**src/rtl/clk_div_seq_pkg.sv**
```systemverilog
// Shared types for the clock divider sequencer.
// State encoding, default widths and the table entry layout.
package clk_div_seq_pkg;

  localparam int ADDR_W_DEF  = 3;
  localparam int DWELL_W_DEF = 24;

  typedef enum logic [2:0] {
    S_IDLE,
    S_LOAD,
    S_HOLD,
    S_DWELL,
    S_FINISH
  } state_t;

  typedef struct packed {
    logic [31:0]            div;
    logic [DWELL_W_DEF-1:0] dwell;
  } entry_t;

endpackage

```
**src/rtl/clk_div_seq_table.sv**
```systemverilog
// Step table: one write port, one registered read port.
// A write to the address being read is forwarded so a same-cycle start sees new data.
module clk_div_seq_table #(
  parameter int ADDR_W = 3,
  parameter int DATA_W = 56
) (
  input  logic              inclk,
  input  logic              we,
  input  logic [ADDR_W-1:0] waddr,
  input  logic [DATA_W-1:0] wdata,
  input  logic [ADDR_W-1:0] raddr,
  output logic [DATA_W-1:0] rdata
);

  logic [DATA_W-1:0] mem [2**ADDR_W];

  // Write port plus registered read with write-through forwarding
  always_ff @(posedge inclk) begin
    if (we)
      mem[waddr] <= wdata;
    if (we && (waddr == raddr))
      rdata <= wdata;
    else
      rdata <= mem[raddr];
  end

endmodule

```
**src/rtl/clk_div_sequencer.sv**
```systemverilog
// Steps the 32-bit clock divider through a programmed list of ratios.
// Each step: load ratio, hold divider in reset, then dwell.
module clk_div_sequencer
  import clk_div_seq_pkg::*;
#(
  parameter int ADDR_W      = ADDR_W_DEF,
  parameter int DWELL_W     = DWELL_W_DEF,
  parameter int RST_CYCLES  = 2,
  parameter int DEFAULT_DIV = 2
) (
  input  logic               inclk,
  input  logic               Reset,
  input  logic               cfg_we,
  input  logic [ADDR_W-1:0]  cfg_addr,
  input  logic [31:0]        cfg_div,
  input  logic [DWELL_W-1:0] cfg_dwell,
  input  logic [ADDR_W-1:0]  cfg_last,
  input  logic               loop_en,
  input  logic               start,
  input  logic               stop,
  output logic [31:0]        div_clk_count,
  output logic               div_reset,
  output logic               busy,
  output logic               done,
  output logic [ADDR_W-1:0]  step_idx
);

  localparam int DATA_W = 32 + DWELL_W;
  localparam int RC_W   = $clog2(RST_CYCLES + 1);

  state_t              state, state_nxt;
  logic [ADDR_W-1:0]   idx_q, idx_nxt;
  logic [ADDR_W-1:0]   last_q;
  logic [31:0]         div_q;
  logic [DWELL_W-1:0]  dwell_cnt;
  logic [RC_W-1:0]     rst_cnt;
  logic [DATA_W-1:0]   rd_data;
  logic [31:0]         rd_div;
  logic [DWELL_W-1:0]  rd_dwell;
  logic                accept;

  assign rd_div   = rd_data[DATA_W-1:DWELL_W];
  assign rd_dwell = rd_data[DWELL_W-1:0];
  assign accept   = (state == S_IDLE) && start && !stop;

  assign busy = (state == S_LOAD) || (state == S_HOLD)
             || (state == S_DWELL);
  assign done          = (state == S_FINISH);
  assign div_reset     = (state != S_DWELL);
  assign div_clk_count = div_q;
  assign step_idx      = idx_q;

  // Table is read at the next step index so data is ready during LOAD
  clk_div_seq_table #(
    .ADDR_W (ADDR_W),
    .DATA_W (DATA_W)
  ) u_table (
    .inclk (inclk),
    .we    (cfg_we && !busy),
    .waddr (cfg_addr),
    .wdata ({cfg_div, cfg_dwell}),
    .raddr (idx_nxt),
    .rdata (rd_data)
  );

  // Next-state and next step index
  always_comb begin
    state_nxt = state;
    idx_nxt   = idx_q;
    unique case (state)
      S_IDLE: begin
        if (accept) begin
          state_nxt = S_LOAD;
          idx_nxt   = '0;
        end
      end
      S_LOAD: begin
        state_nxt = stop ? S_FINISH : S_HOLD;
      end
      S_HOLD: begin
        if (stop)
          state_nxt = S_FINISH;
        else if (rst_cnt == RC_W'(1))
          state_nxt = S_DWELL;
      end
      S_DWELL: begin
        if (stop) begin
          state_nxt = S_FINISH;
        end else if (dwell_cnt == DWELL_W'(1)) begin
          if (idx_q == last_q) begin
            if (loop_en) begin
              state_nxt = S_LOAD;
              idx_nxt   = '0;
            end else begin
              state_nxt = S_FINISH;
            end
          end else begin
            state_nxt = S_LOAD;
            idx_nxt   = idx_q + 1'b1;
          end
        end
      end
      S_FINISH: begin
        state_nxt = S_IDLE;
      end
      default: begin
        state_nxt = S_IDLE;
      end
    endcase
  end

  // State, index and latched last-step registers
  always_ff @(posedge inclk) begin
    if (Reset) begin
      state  <= S_IDLE;
      idx_q  <= '0;
      last_q <= '0;
    end else begin
      state <= state_nxt;
      idx_q <= idx_nxt;
      if (accept)
        last_q <= cfg_last;
    end
  end

  // Divide ratio register and the hold/dwell down-counters
  always_ff @(posedge inclk) begin
    if (Reset) begin
      div_q     <= 32'(DEFAULT_DIV);
      dwell_cnt <= '0;
      rst_cnt   <= '0;
    end else begin
      if (state == S_LOAD && !stop) begin
        div_q     <= rd_div;
        dwell_cnt <= (rd_dwell == '0) ? DWELL_W'(1) : rd_dwell;
        rst_cnt   <= RC_W'(RST_CYCLES);
      end
      if (state == S_HOLD)
        rst_cnt <= rst_cnt - 1'b1;
      if (state == S_DWELL)
        dwell_cnt <= dwell_cnt - 1'b1;
    end
  end

endmodule

```
**config.mk**
```make
export PLATFORM = sky130hd
export DESIGN_NAME = clk_div_sequencer
export DESIGN_NICKNAME = d
export VERILOG_FILES = /design/src/rtl/clk_div_seq_pkg.sv /design/src/rtl/clk_div_seq_table.sv /design/src/rtl/clk_div_sequencer.sv
export SDC_FILE = /design/constraint.sdc
export NUM_CORES = 1
export LEC_CHECK = 0
export ABC_AREA = 1
export CORE_AREA = 10 10 217 219
export DETAILED_ROUTE_END_ITERATION = 12
export DIE_AREA = 0 0 227 229
export GPL_TIMING_DRIVEN = 0
export PLACE_DENSITY = 0.76
export SYNTH_ARGS = -nofsm -noshare
export SYNTH_HDL_FRONTEND = slang
export SYNTH_HIERARCHICAL = 1
export SYNTH_SLANG_ARGS = --single-unit
```
**constraint.sdc**
```tcl
create_clock -name inclk -period 3.4 [get_ports inclk]
set_clock_uncertainty 0.1 [all_clocks]
set_input_delay 0.51 -clock inclk [delete_from_list [all_inputs] [get_ports inclk]]
set_output_delay 0.51 -clock inclk [all_outputs]
set_load 0.02 [all_outputs]
```
==> results.yml <==
routing:
  first_iter_violations: 1799
  wl_per_cell_um: 19.2
  post_drt_via_cell_ratio: 5.32
  drc: 0
  vias: 17400
  drt.antenna.violating_nets: 0
  totalWireLength_mm: 62.8
  dr.pass1.iters: 6
logic_synthesis:
  yosysSeqAreaShare: 0.638
  yosysWarnings: 6
  syn_inst: 2512
  synth_xor_area_frac: 0.00263
  synth_compound_area_frac: 0.0215
  ys_ff_latch: 518
  synth_nets: 2584
  muxShareOfSynthArea: 0
  synthAdderAreaFrac: 0.00215
  synth_cell_type_count: 39
  synth_top_family_by_area: "simple AND/OR/NAND/NOR gates"
  synth-simple-area-share: 0.225
  syn_area_sq_um: 23300
  avgSynthCellArea_sq_um: 9.27
clocking:
  cts_made_buffers: 52
  numClockSinks: 518
  tritoncts: "built"
  clock_latency_ns: 0.58
  cts.path.max_buffers: 3
  cts_root_buf: "clkbuf_16"
  cts_hold_buf: 0
  cts_setup_buffers: 0
  clkTransAtPathRegs_ns: 0.06
  htree_levels: 2
  cts_resized: 0
global_routing:
  antenna_found_initial: 1
  grt_max_degree: 29
  gr-total-overflow: 0
  first_global_vias: 17600
  grt_pass1_wl_mm: 96.7
  grtUsageTotal: 0.240
final_layout:
  final_common_cell: "nand2_1"
  areaGrowthSynthToFinish_pct: 16.2
  stdcell_count: 3275
  fin_util: 0.634
  fillCellCount: 3273
  regArea_sq_um: 14900
  layout_common_cells: "896 x nand2_1, 507 x inv_1, 448 x edfxtp_1, 267 x nand3_1, 104 x clkdlybuf4s50_1"
  layout.nets: 2758
  multi_input_area_sq_um: 5910
  drive_gt1_frac: 0.0762
critical_path:
  startpoint_type: "flop"
  critPathMaxFanout: 10
  critPathKind: "reg2reg"
  arrival_ns: 3.32
  required_ns: 3.83
  worst-r2r-cell-count: 12
  endpoint_kind: "flop"
floorplan:
  die_w_um: 227
  rows: 76
  start_util: 0.545
  die_h_um: 229
  core_sq_um: 42700
  die_area_sq_um: 52000
  ioPinCount: 106
placed_design:
  dp.cells: 3178
  dp_slack_ns: 0.578
  dp_hpwl_mm: 40.9
  io_buffers: 104
  routabilityCongestion: 0.907
timing:
  holdWs_ns: 0.363
  max_freq_mhz: 345
  slew_headroom: 0.412
  hold_violations: 0
  rsz0062_at_grt: "no"
  setup_ws_ns: 0.505
  worst_pin_slew_ns: 0.881
  min_period_ns: 2.89
  setup_tns_ns: 0
  setup_viol: 0
  min_period_over_period: 0.851
  report.final.slew_viol_count: 0
pwr:
  peakVddDrop_uv: 409
  power.density_nw_per_um2: 502
  p_leak_nw: 12.1
min_path:
  holdPathStages: 2
  hp-class: "reg2reg"
flow_run:
  cap_violations: 0
status:
  outcome: "finished clean"
[synthesized netlist by cell type (all sizes together)]
library cell	instances	area [sq um]
nand3	272	1390
nor2	85	354
a221oi	1	15.0
clkbuf	20	75.1
or2	3	18.8
nand2	898	3380
o21bai	2	15.0
o22ai	1	6.26
buf	87	574
inv	513	1930
a211oi	1	7.51
nand3b	4	30.0
o2111ai	1	8.76
a21oi	54	274
o211ai	6	45.0
o21a	1	7.51
nand4	6	37.5
dfxtp	70	1400
nor3	4	20.0
o21ai	18	90.1
nor4	1	12.5
ha	4	50.1
a31oi	5	31.3
edfxtp	448	13500
xor2	4	35.0
xnor2	3	26.3
[worst max-delay path, cell delays in order, from the launching register on]
cell      delay (ns)
dfxtp_1         0.41
clkbuf_1        0.63
clkbuf_1        0.52
nand2_1         0.11
nand2_1         0.15
nor2_1          0.06
nand3_1         0.12
nor2_1          0.08
nand2_1         0.25
nand3_1         0.16
nand3_1         0.11
nand2_1         0.05
inv_1           0.07
[metal layers]
metal | track usage | share of wire | vias to the layer above
li1 | - | - | 8204
met3 | 0.0460 | 0.091 | 132
met1 | 0.301 | 0.39 | 8258
met4 | 0.0921 | 0.026 | 2
met2 | 0.405 | 0.49 | 831
met5 | 0 | 0.00019 | -
[metrics by stage]
stage | instance area [sq um] | power, W
finish | 27100 | 0.0136
floorplan | 23300 | 0.00776
CTS | 27000 | 0.0136
global route | 27000 | 0.0140
global placement | 25000 | 0.00812
detailed placement | 25400 | 0.00817
[where the power goes]
part	internal, W	leakage (nW)	total, W	switching (W)
clock	0.00324	0.804	0.00554	0.00230
combinational	0.000310	6.65	0.000909	0.000599
sequential	0.00708	4.63	0.00714	0.0000629
[final timing paths]
| path | start | to | slack (ns) |
|---|---|---|---|
| hold / removal | div_clk_count[21] | div_clk_count[21] | 0.36 |
| setup reg to reg | flop | dwell_cnt[16] | 0.51 |
| hold reg to reg | div_clk_count[21] | div_clk_count[21] | 0.36 |
| setup / recovery | flop | dwell_cnt[16] | 0.51 |
[cell type report]
class	count	area share
flip-flops and latches	518	0.549
multi-input cells	1374	0.219
inverters	513	0.0714
clock buffers	85	0.0572
repair buffers	120	0.0506
well taps	546	0.0253
plain buffers	107	0.0240
clock inverters	11	0.00384
diodes	1	0.0000925
[flip-flops by register name, summed over array words and instances, names as in the netlist, named ones only]
register and count:
div_clk_count 32, dwell_cnt 24, last_q 3, rst_cnt 2, step_idx 3, u_table/mem 448, state 3
[logic make-up after synthesis]
kind of cell               after synthesis
AOI/OAI and AO/OA                       90
xor gates and xnor gates                 7
adders and majority gates                4
buffers and inverters                  620
DFF                                    518
and+or+nand+nor                       1273
Note: power is estimated with default switching activity, not from simulation.
